===== config.mk =====
export PLATFORM = sky130hd
export DESIGN_NAME = regfile_nrd_1wr
export DESIGN_NICKNAME = d
export VERILOG_FILES = /design/src/rtl/regfile_pkg.sv /design/src/rtl/regfile_rd_mux.sv /design/src/rtl/regfile_nrd_1wr.sv
export SDC_FILE = /design/constraint.sdc
export NUM_CORES = 2
export LEC_CHECK = 0
export CORE_MARGIN = 3
export CORE_UTILIZATION = 45
export DETAILED_ROUTE_END_ITERATION = 8
export PLACE_DENSITY = 0.58
export SYNTH_ARGS = -nofsm -noshare
export SYNTH_HDL_FRONTEND = slang
export SYNTH_SLANG_ARGS = --single-unit

===== constraint.sdc =====
create_clock -name clk -period 12.6 [get_ports clk]
set_clock_uncertainty 0.1 [all_clocks]
set_input_delay 1.89 -clock clk [delete_from_list [all_inputs] [get_ports clk]]
set_output_delay 1.89 -clock clk [all_outputs]
set_load 0.02 [all_outputs]

===== src/rtl/regfile_pkg.sv =====
// Shared register-file constants: default geometry and the hard-wired zero address
// used by the regfile and by decode/hazard logic elsewhere in the datapath.
package regfile_pkg;

  localparam int unsigned DEF_DATA_W = 32;
  localparam int unsigned DEF_ADDR_W = 5;
  localparam int unsigned DEF_NRD    = 2;

  localparam logic [DEF_ADDR_W-1:0] REG_ZERO = '0;

endpackage


===== src/rtl/regfile_rd_mux.sv =====
// One read port of the register file: NREG:1 word multiplexer over the flattened array.
module regfile_rd_mux
  import regfile_pkg::*;
#(
  parameter int unsigned DATA_W = DEF_DATA_W,
  parameter int unsigned ADDR_W = DEF_ADDR_W
) (
  input  logic [(2**ADDR_W)*DATA_W-1:0] i_words,
  input  logic [ADDR_W-1:0]             i_sel,
  output logic [DATA_W-1:0]             o_data_c
);

  localparam int unsigned NREG = 2**ADDR_W;

  always_comb begin
    o_data_c = '0;
    for (int unsigned k = 0; k < NREG; k++) begin
      if (i_sel == ADDR_W'(k)) begin
        o_data_c = i_words[k*DATA_W +: DATA_W];
      end
    end
  end

endmodule


===== src/rtl/regfile_nrd_1wr.sv =====
// NREG x DATA_W register file with one write port and NRD read ports; optional zero
// register, write-to-read bypass and registered read outputs.
module regfile_nrd_1wr
  import regfile_pkg::*;
#(
  parameter int unsigned DATA_W   = DEF_DATA_W,
  parameter int unsigned ADDR_W   = DEF_ADDR_W,
  parameter int unsigned NRD      = DEF_NRD,
  parameter int unsigned ZERO_REG = 1,
  parameter int unsigned BYPASS   = 1,
  parameter int unsigned RD_LAT   = 0
) (
  input  logic                  clk,
  input  logic                  rst_n,
  input  logic                  we,
  input  logic [ADDR_W-1:0]     waddr,
  input  logic [DATA_W-1:0]     wdata,
  input  logic [NRD*ADDR_W-1:0] raddr,
  output logic [NRD*DATA_W-1:0] rdata
);

  localparam int unsigned NREG = 2**ADDR_W;

  logic [DATA_W-1:0]      r_mem [NREG];
  logic [NRD*DATA_W-1:0]  r_rdata;

  logic                   w_wr_en;
  logic [NREG-1:0]        w_wdec;
  logic [NREG*DATA_W-1:0] w_words;
  logic [NRD*DATA_W-1:0]  w_rd;

  // Write qualification and one-hot decode; writes to the zero register never land.
  always_comb begin
    w_wr_en = rst_n && we && !((ZERO_REG != 0) && (waddr == ADDR_W'(REG_ZERO)));
    w_wdec  = '0;
    for (int unsigned k = 0; k < NREG; k++) begin
      w_wdec[k] = w_wr_en && (waddr == ADDR_W'(k));
    end
  end

  // Storage and optional output registers; reset wins over any same-edge write.
  always_ff @(posedge clk) begin
    if (!rst_n) begin
      for (int unsigned k = 0; k < NREG; k++) begin
        r_mem[k] <= '0;
      end
      r_rdata <= '0;
    end else begin
      for (int unsigned k = 0; k < NREG; k++) begin
        if (w_wdec[k]) begin
          r_mem[k] <= wdata;
        end
      end
      if (RD_LAT != 0) begin
        r_rdata <= w_rd;
      end
    end
  end

  // Word 0 is tied off when it is the zero register so the muxes see a constant.
  for (genvar k = 0; k < NREG; k++) begin : g_word
    assign w_words[k*DATA_W +: DATA_W] = ((ZERO_REG != 0) && (k == 0)) ? '0 : r_mem[k];
  end

  for (genvar p = 0; p < NRD; p++) begin : g_rd
    logic [ADDR_W-1:0] w_addr;
    logic [DATA_W-1:0] w_mux;
    logic              w_hit;

    assign w_addr = raddr[p*ADDR_W +: ADDR_W];

    regfile_rd_mux #(
      .DATA_W (DATA_W),
      .ADDR_W (ADDR_W)
    ) u_rd_mux (
      .i_words  (w_words),
      .i_sel    (w_addr),
      .o_data_c (w_mux)
    );

    assign w_hit = (BYPASS != 0) && w_wr_en && (w_addr == waddr);
    assign w_rd[p*DATA_W +: DATA_W] = w_hit ? wdata : w_mux;
  end

  assign rdata = (RD_LAT != 0) ? r_rdata : w_rd;

endmodule


==> flow_summary.yaml <==
clocking:
  cts_tree: "built"
  h-tree-depth: 3
  clkSlewWorstSetupHoldPaths_ns: 0.06
  cts_buffers: 110
  postCtsHoldBufs: 0
  ctsResizeCount: 0
  cts_root_buf: "clkbuf_16"
  cts_buffer_depth: 3
  clock_sink_count: 992
  cts_setup_buffers: 0
cells_and_area:
  top_register: "r_mem"
  largest_reg_flops: 992
  largestRegisters: "r_mem: 992 flops"
  layout_commonest_cell: "edfxtp_1"
  nNetsFinal: 4894
  drive_gt1_share_pct: 11.1
  final_area_um2: 59800
  layout.cells.non_filler: 6471
  final_cell_mix: "edfxtp_1 (992), and2_1 (581), o21ai_0 (395)"
  area_growth_pct: 12.3
  postLayoutCoreUtil_pct: 51.2
route:
  drc: 2
  drt_iter0_drc: 9147
  dr.pass1.iters: 9
  vias: 48000
  wl_um: 264000
  drtAntennaViolNets: 0
  avgViaCountPerCell: 7.42
  wl_per_cell_um: 40.8
global_routing:
  grt_max_degree: 63
  track_usage_pct: 42.2
  grt_pass1_wl_um: 361000
  grt_antenna_before_repair: 10
  grt_pass1_vias: 45200
  overflow: 0
worst_setup_path:
  required_ns: 10.61
  critical_path_class: "in2out"
  critPathLaunch: "raddr[4]"
  startpoint_type: "primary input"
  path_max_fanout: 25
  crit_arrival_ns: 7.73
  critPathCaptureType: "output port"
floorplanning:
  initial_utilization_pct: 45.6
  fp.dieH_um: 350
  row_count: 125
  io_pins: 114
  dieWidth_um: 350
  die_area_um2: 122000
  core_um2: 117000
placement:
  io_buffers: 113
  place_inst: 6254
  gp_congestion: 1.06
  hpwl_um: 177000
  place_area_um2: 56200
run_status:
  outcome: "finished, violations left"
  violations: "design-rule violations"
synthesis:
  ys_seq_elements: 992
  synthArstFlopShare_pct: 0
  synth_flop_cell: "edfxtp_1"
  synth-edff-count: 992
  mappedNetlistArea_um2: 53200
  yosysWarnings: 0
  synth_top_area_share_pct: 56.0
  synthTopCellsByArea: "edfxtp_1 (56%), and2_1 (6.8%), o21ai_0 (4.0%)"
  synth.avg_cell_area_um2: 10.9
  yosysUniqueCellTypes: 93
  synthCells: 4903
  ys_seq_area_share_pct: 56.0
  netlist.top_cell.by_area: "edfxtp_1"
  syn_nets: 4953
sta:
  tightest_slew_ns: 1.43
  setup_viol: 0
  slew_headroom_pct: 3.57
  period_share_pct: 77.1
  fin_crit_ns: 9.72
  rsz0062_at_grt: "false"
  slew_violations: 0
  fmax_mhz: 103
  hold_violations: 0
  setup_tns_ns: 0
run:
  max_cap_viol_count: 0
hold_path:
  hold_path_class: "in2reg"
  min_from: "wdata[18]"
power:
  p_per_area_nw_per_um2: 142
  p_leak_nw: 20.0
  vdd_ir_drop_max_v: 0.000111
-- stage by stage --
step,power (mW),hold WS [ns],setup WS (ns)
after detailed placement,5.24,2.74,3.89
after CTS,8.40,1.98,3.86
after global placement,5.24,2.74,3.93
after floorplan,4.62,2.21,6.62
final,8.49,2.00,2.88
after global routing,8.63,2.01,3.20
-- power by group --
part           leakage (nW)  switching (mW)  total, mW  internal (mW)
registers              9.50           0.154       4.03           3.88
logic                  8.78           0.881       1.23          0.347
clock network          1.69            1.43       3.23           1.81
total                  20.0            2.46       8.49           6.03
-- critical path: stages --
cell and delay (ns):
buf_4 0.37, nor2b_1 1.08, a21oi_1 0.22, o21bai_1 0.99
nor3_1 0.18, o31ai_1 1.07, o2111ai_1 0.44, a31oi_1 0.70
clkdlybuf4s50_1 0.74
-- routing by layer --
metal  global-route usage (%)  part of all wire [%]
met2                     60.8                    41
met4                     29.3                   8.9
met3                     12.5                    14
met5                        0                     0
met1                     54.7                    35
-- final timing paths --
path / endpoint / slack [ns] / depth (start not counted)
max: rdata[17] / 2.88 / 9
min: r_mem[0][434] / 2.00 / 3
-- cells in the mapped netlist, drive strengths merged, types with 13 or more instances --
library cell / number
a211o: 13
a211oi: 60
a21oi: 395
a221oi: 90
a222oi: 19
a22o: 38
a22oi: 102
a2bb2oi: 14
a31oi: 40
and2: 583
and3: 20
buf: 199
clkbuf: 285
edfxtp: 992
inv: 23
mux2: 52
mux2i: 127
nand2: 252
nand2b: 25
nand3: 80
nor2: 285
nor2b: 24
nor3: 67
o2111ai: 14
o211ai: 36
o21a: 25
o21ai: 456
o221ai: 52
o22ai: 259
o31ai: 30
or3: 19
-- kinds of logic after synthesis --
family	after synthesis	share of synthesized area (%)
xor gates and xnor gates	10	0.165
adders and majority gates	1	0.0188
AOI/OAI and AO/OA	1770	21.3
DFF	992	56.0
buffers and inverters	508	4.16
muxes	191	4.00
and+or+nand+nor	1431	14.3
-- final cells by class --
| type | count | area, µm² |
|---|---|---|
| Tap cell | 1524 | 1910 |
| Fill cell | 10400 | 57100 |
| Sequential cell | 992 | 29800 |
| Clock inverter | 66 | 601 |
| Inverter | 24 | 91.3 |
| Clock buffer | 136 | 2890 |
| Multi-Input combinational cell | 3403 | 21800 |
| Timing Repair Buffer | 313 | 2660 |
| Antenna cell | 13 | 32.5 |
No activity file was read; power rests on OpenSTA's default activity.
